[config.mk]
export PLATFORM = sky130hd
export DESIGN_NAME = absorb_load_datapath
export DESIGN_NICKNAME = d
export VERILOG_FILES = /design/src/rtl/absorb_load_datapath_pkg.sv /design/src/rtl/absorb_load_datapath_sipo_buffer.sv /design/src/rtl/absorb_load_datapath.sv
export SDC_FILE = /design/constraint.sdc
export NUM_CORES = 2
export LEC_CHECK = 0
export ABC_AREA = 1
export BUFFER_PORTS_ARGS = -buffer_cell sky130_fd_sc_hd__buf_2
export CORE_AREA = 3 3 574 576
export CTS_CLUSTER_SIZE = 25
export DETAILED_ROUTE_END_ITERATION = 12
export DIE_AREA = 0 0 577 579
export PLACE_DENSITY_LB_ADDON = 0.08
export SYNTH_ARGS = -nofsm -noshare
export SYNTH_HDL_FRONTEND = slang
export SYNTH_SLANG_ARGS = --single-unit
[constraint.sdc]
create_clock -name clk -period 2.4 [get_ports clk]
set_input_delay 0.24 -clock clk [delete_from_list [all_inputs] [get_ports clk]]
set_output_delay 0.24 -clock clk [all_outputs]
set_load 0.02 [all_outputs]
[src/rtl/absorb_load_datapath_pkg.sv]
// absorb_load_datapath_pkg: shared constants, load FSM states and rate helpers; define SHA3_DOMAIN_EN to add SHA3-256 (0x06 domain)
package absorb_load_datapath_pkg;
    localparam int LANE_W = 64;
    localparam int RATE_SHAKE128 = 1344;
    localparam int RATE_SHAKE256 = 1088;
    localparam logic [1:0] SHAKE128_MODE_VEC = 2'b00;
    localparam logic [1:0] SHAKE256_MODE_VEC = 2'b01;
    localparam logic [1:0] SHA3_256_MODE_VEC = 2'b10;
    localparam logic [7:0] SHAKE_DOMAIN_BYTE = 8'h1F;
    localparam logic [7:0] PAD_FINAL_BYTE = 8'h80;
    localparam logic [7:0] SHA3_DOMAIN_BYTE = 8'h06;
    typedef enum logic [1:0] {IDLE, FILL, PAD, HOLD} load_state_t;
    function automatic logic [4:0] rate_words(input logic [1:0] mode);
`ifdef SHA3_DOMAIN_EN
        return (mode == SHAKE256_MODE_VEC || mode == SHA3_256_MODE_VEC) ? 5'd17 : 5'd21;
`else
        return (mode == SHAKE256_MODE_VEC) ? 5'd17 : 5'd21;
`endif
    endfunction
    function automatic logic [7:0] domain_byte(input logic [1:0] mode);
`ifdef SHA3_DOMAIN_EN
        return (mode == SHA3_256_MODE_VEC) ? SHA3_DOMAIN_BYTE : SHAKE_DOMAIN_BYTE;
`else
        return (mode == SHA3_256_MODE_VEC) ? SHAKE_DOMAIN_BYTE : SHAKE_DOMAIN_BYTE;
`endif
    endfunction
    function automatic logic [LANE_W-1:0] byte_swap(input logic [LANE_W-1:0] x);
        logic [LANE_W-1:0] y;
        for (int j = 0; j < LANE_W / 8; j++) y[8*j +: 8] = x[LANE_W-8-8*j +: 8];
        return y;
    endfunction
endpackage

[src/rtl/absorb_load_datapath_sipo_buffer.sv]
// sipo_buffer: word-indexed serial-in block buffer with an OR-write port for padding and synchronous clear
// ports: clk, rst; i_clr clears all words; i_wr_* overwrites word i_wr_idx; i_or_* ORs into word i_or_idx; o_words is the whole buffer
module sipo_buffer #(
    parameter int W = 64,
    parameter int MAX_WORDS = 21
) (
    input  logic         clk,
    input  logic         rst,
    input  logic         i_clr,
    input  logic         i_wr_en,
    input  logic [4:0]   i_wr_idx,
    input  logic [W-1:0] i_wr_data,
    input  logic         i_or_en,
    input  logic [4:0]   i_or_idx,
    input  logic [W-1:0] i_or_data,
    output logic [W-1:0] o_words [MAX_WORDS]
);
    // write and OR may hit the same word in one cycle; both land, which yields the merged 0x9F pad byte
    always_ff @(posedge clk)
        for (int i = 0; i < MAX_WORDS; i++)
            o_words[i] <= (rst || i_clr) ? '0 :
                ((i_wr_en && i_wr_idx == 5'(i)) ? i_wr_data : o_words[i]) |
                ((i_or_en && i_or_idx == 5'(i)) ? i_or_data : '0);
endmodule

[src/rtl/absorb_load_datapath.sv]
// absorb_load_datapath: assembles message words into padded SHAKE rate blocks for the permute stage; SHA3_DOMAIN_EN adds SHA3-256
// ports: data_* message stream in (valid/ready, last + byte count); operation_mode_in/output_size_in sampled on first word;
//        rate_output/block_valid/block_ready/block_last block handshake out; operation_mode_out/output_size_out latched per message
module absorb_load_datapath
    import absorb_load_datapath_pkg::*;
#(
    parameter int W = LANE_W,
    parameter int MAX_WORDS = RATE_SHAKE128 / LANE_W
) (
    input  logic                     clk,
    input  logic                     rst,
    input  logic [W-1:0]             data_in,
    input  logic                     data_valid,
    output logic                     data_ready,
    input  logic                     data_last,
    input  logic [3:0]               data_last_bytes,
    input  logic [1:0]               operation_mode_in,
    input  logic [31:0]              output_size_in,
    output logic [RATE_SHAKE128-1:0] rate_output,
    output logic                     block_valid,
    input  logic                     block_ready,
    output logic                     block_last,
    output logic [1:0]               operation_mode_out,
    output logic [31:0]              output_size_out
);
    load_state_t r_state, w_next;
    logic [4:0] r_k, w_k_next;
    logic r_last, w_last_next, r_extra, w_extra_next;
    logic [1:0] r_mode;
    logic [31:0] r_size;
    logic [W-1:0] w_words [MAX_WORDS];
    logic w_accept, w_wr_en, w_or_en, w_clr, w_full;
    logic [4:0] w_wr_idx, w_slot, w_nw, w_onw;
    logic [W-1:0] w_wr_data, w_masked;
    logic [1:0] w_mode;
    logic [7:0] w_dom;
    logic [3:0] w_n;
    assign data_ready = !rst && (r_state == IDLE || r_state == FILL);
    assign block_valid = !rst && r_state == HOLD;
    assign block_last = !rst && r_last;
    assign operation_mode_out = r_mode;
    assign output_size_out = r_size;
    assign w_accept = data_valid && data_ready;
    // the first word of a message is steered by the live mode input, later words by the latched one
    assign w_mode = (r_state == IDLE) ? operation_mode_in : r_mode;
    assign w_nw = rate_words(w_mode);
    assign w_dom = domain_byte(w_mode);
    assign w_slot = (r_state == IDLE) ? 5'd0 : r_k;
    assign w_n = !data_last ? 4'(W / 8) : (data_last_bytes > 4'(W / 8)) ? 4'(W / 8) : data_last_bytes;
    assign w_full = w_n == 4'(W / 8);
    assign w_onw = rate_words(r_mode);
    always_comb begin
        w_masked = '0;
        for (int j = 0; j < W / 8; j++)
            w_masked[8*j +: 8] = (4'(j) < w_n) ? data_in[8*j +: 8] : (4'(j) == w_n) ? w_dom : 8'h00;
    end
    always_comb begin
        rate_output = '0;
        for (int k = 0; k < MAX_WORDS; k++)
            if (5'(k) < w_onw) rate_output[int'(w_onw)*W-1-W*k -: W] = byte_swap(w_words[k]);
    end
    always_comb begin
        w_next = r_state;
        w_k_next = r_k;
        w_last_next = r_last;
        w_extra_next = r_extra;
        w_wr_en = 1'b0;
        w_wr_idx = w_slot;
        w_wr_data = w_masked;
        w_or_en = 1'b0;
        w_clr = 1'b0;
        case (r_state)
            IDLE, FILL: if (w_accept) begin
                w_wr_en = 1'b1;
                w_k_next = w_slot + 5'd1;
                if (data_last && !w_full) begin
                    w_or_en = 1'b1;
                    w_next = HOLD;
                    w_last_next = 1'b1;
                end else if (data_last && w_slot != w_nw - 5'd1) begin
                    w_next = PAD;
                end else if (w_slot == w_nw - 5'd1) begin
                    // a full final word that fills the block needs a whole extra padding block
                    w_next = HOLD;
                    w_last_next = 1'b0;
                    w_extra_next = data_last;
                end else begin
                    w_next = FILL;
                end
            end
            PAD: begin
                w_wr_en = 1'b1;
                w_wr_idx = r_k;
                w_wr_data = W'(w_dom);
                w_or_en = 1'b1;
                w_next = HOLD;
                w_last_next = 1'b1;
                w_extra_next = 1'b0;
            end
            default: if (block_ready) begin
                w_clr = 1'b1;
                w_k_next = 5'd0;
                w_last_next = 1'b0;
                w_extra_next = 1'b0;
                w_next = r_extra ? PAD : r_last ? IDLE : FILL;
            end
        endcase
    end
    always_ff @(posedge clk) begin
        r_state <= rst ? IDLE : w_next;
        r_k <= rst ? 5'd0 : w_k_next;
        r_last <= rst ? 1'b0 : w_last_next;
        r_extra <= rst ? 1'b0 : w_extra_next;
        r_mode <= rst ? 2'd0 : (w_accept && r_state == IDLE) ? operation_mode_in : r_mode;
        r_size <= rst ? 32'd0 : (w_accept && r_state == IDLE) ? output_size_in : r_size;
    end
    sipo_buffer #(.W(W), .MAX_WORDS(MAX_WORDS)) u_buf (
        .clk(clk),
        .rst(rst),
        .i_clr(w_clr),
        .i_wr_en(w_wr_en),
        .i_wr_idx(w_wr_idx),
        .i_wr_data(w_wr_data),
        .i_or_en(w_or_en),
        .i_or_idx(w_nw - 5'd1),
        .i_or_data(W'(PAD_FINAL_BYTE) << (W - 8)),
        .o_words(w_words)
    );
endmodule
==> impl_results.md <==
- Status: finished with violations
- Violated checks: negative setup slack
- FP Rows: 209
- Min Tclk post-route: about 3000 ps
- Share of cells above drive strength 1: 28.98%
- Ports: 1488
- CTS Buf Count: 185
- CP endpoint kind: output port
- FILL cells: roughly 36000
- Post-Layout Inst Area: between 90000 and 100000 um2
- CTS root buf: clkbuf_16
- Die area: 334100 um2
- H-tree Lvls: 4
- Most common cell after layout, fill and taps aside: o21ai_0
- Synthesis-stage register bit count: 1387
- Post-route ant nets: 0
- Synth Cell Area: 60360 um2
- Leading cell types in the layout, fill and taps excluded: 1795 x o21ai_0, 1601 x nand2_1, 1385 x dfxtp_1, 1331 x a21oi_1, 1201 x buf_2
- Area after DPL: 79410 um2
- Post-route clock period utilization: 125.2%
- Total track usage: between 20% and 30%
- Max-Cap Viols: 0
- Lkg Pwr: 40.45 nW
- Initial antenna violation count: 66
- DR iter-0 viols: 6517
- Die Y: a little under 600 um
- Hold Path Class: in -> reg
- Number of global-route vias before repair: roughly 66000
- Core area: 324300 um2
- Clock latency on the worst-skew pair: 870 ps
- Grt total ovfl: 0
- Register area share after synthesis: around 46%
- Final Slew Violations: 0
- Final Hold Viols: 0
- PnR worst setup slack: -603.8 ps
- Mean Syn Cell Area: 6.973 um2
- Post-synth top area cell: dfxtp_1
- Vias/cell: around 4.7
- Worst Setup Path Type: reg -> out
- Yosys cell types: 32
- Area of the multi-input gates: 28560 um2
- Slew margin rel.: 33.28%
- Nets: 10654
- Core Util, Final: 28.69%
- Yosys warns: 0
- RSZ-0062 raised after global routing: yes
- Setup violators final: around 1600
- Syn nets: a little under 9000
- Worst Tran Pin Value: about 1000 ps
- Remaining routing DRC violations: 0
- Placer Congestion: ~0.9
- Die width: 577 um
- Initial Util: 18.62%
- Critical Path AT: 2760 ps
- Pwr dens: 643.7 nW/um2
- F_max: 0.3329 GHz
- Via Count: 70190
- Synth-to-Final Area Change: 54.10%
- HPWL Detailed: 346.0 mm
- Clock buffer depth: 4
- Largest vdd supply drop: 490.0 uV
- Initial DRT Pass Iterations: 6
- Critical Path Source Type: register
- Drt wl/cell: 30.62 um
- Total area of sequential cells: about 28000 um2
- Top post-synthesis cells by area: dfxtp_1 46%, o21ai_0 17%, a21oi_1 11%
- Drt total wl: about 460 mm
- I/O Buffers: ~1500
- Cells after Synth: a little under 9000
- CTS clk-pin slew, worst paths: 50 ps
- CTS Sinks: between 1000 and 1500
- Largest fanout on the critical path: 30
- Final Skew: between 20 and 30 ps
- First-pass GRT wire length: 598.2 mm
- Post-synth top area share: a little under half
- CTS tree: yes
- Pin count of the biggest net entering global routing: 95
- CP required: 2160 ps
==> sequential cells by signal (all words and copies together), names as in the netlist <==
name	cells
operation_mode_out	2
r_k	5
output_size_out	32
u_buf.o_words	1344
r_last	1
r_extra	1
r_state	2
==> worst paths after layout <==
path | from | to | slack (ps) | depth (start not counted)
worst max register to register | r_state[1]$_SDFFE_PP0P_ | u_buf.o_words[1044]$_SDFFE_PP0P_ | -270 | 11
worst min register to register | output_size_out[29]$_SDFFE_PP0P_ | output_size_out[29]$_SDFFE_PP0P_ | 460 | 2
worst max-delay path | operation_mode_out[0]$_SDFFE_PP0P_ | rate_output[598] | -600 | 8
worst min-delay path | data_in[37] | u_buf.o_words[805]$_SDFFE_PP0P_ | 110 | 5
==> through the flow <==
step                      hold WS (ps)  power (mW)  TNS [ps]  cells  setup slack, ps
after global routing             91.48       61.69   -720520  15023           -658.4
after floorplan                  371.0       26.23         0   8657            124.5
after global placement           447.2       30.26    -27650  14417           -523.3
final                            113.4       59.88   -534460  15040           -603.8
after detailed placement         454.3       30.25    -36700  14417           -481.8
after CTS                        5.044       59.92   -714980  14912           -672.3
==> final cells by class <==
cell class | instances | area share [%]
clock buffers | 282 | 5.987
inverters | 755 | 3.088
diodes | 27 | 0.07264
flip-flops and latches | 1387 | 29.85
well taps | 4325 | 5.818
multi-input cells | 5735 | 30.70
clock inverters | 48 | 0.6107
repair inverters | 1 | 0.02152
repair buffers | 2480 | 23.85
==> report_power, final <==
part / internal, mW / switching, mW
registers: 23.2 / 0.0855
clock network: 16.9 / 11.9
logic: 2.60 / 5.20
total: 42.7 / 17.1
==> cells by family (layout without fill, tap and decap cells) <==
family	after synthesis	in the layout	share of synthesized area [%]
DFF	1387	1387	46.00
AOI/OAI and AO/OA	3528	3528	29.73
other	0	27	0
adders and majority gates	2	2	0.04145
xor gates and xnor gates	2	2	0.02902
and+or+nand+nor	2203	2203	14.18
buffers and inverters	1535	3566	10.02
==> layer usage <==
| layer | vias up | wire length [um] | GRT usage (%) |
|---|---|---|---|
| met5 | - | 69 | 0 |
| met4 | 10 | 17730 | 8.679 |
| met3 | 466 | 29620 | 4.207 |
| met2 | 2863 | 200100 | 39.98 |
| met1 | 34427 | 213000 | 36.26 |
| li1 | 32424 | - | - |
==> what timing repair did <==
action,CTS,global route
hold buffers,114,0
setup buffers,23,63
endpoints found under the hold margin,515,0
resized for setup,558,723
cloned,29,43
setup endpoints to repair,1607,1805
pin swaps,9,24
==> cells in the mapped netlist <==
cell and instances:
clkinv_1 10, dfxtp_1 1387, buf_4 6, inv_1 721, nand3_1 51, nand2_1 1737, nor2_8 2, nor2_4 8
a21oi_1 1333, a21oi_2 8, inv_2 24, o21a_1 38, ha_1 2, nor2_2 13, o211ai_1 1, o21ai_0 2054
nor2_1 373, nand2_4 2, a31oi_2 1, o21ai_2 4, nor3_4 3, nor3_2 3, a211oi_1 55, buf_6 5
xor2_1 2, buf_2 181, a31oi_1 2, o21ai_1 32, clkbuf_1 579, nand2_2 9, nand3b_1 2, buf_1 9
==> critical path: stages (launching register included) <==
cell,delay [ps]
dfxtp_2,320
inv_2,70
nor2_4,50
buf_6,120
buf_12,130
buf_12,160
buf_6,240
o21ai_0,440
buf_4,250
No activity file was read; power rests on OpenSTA's default activity.
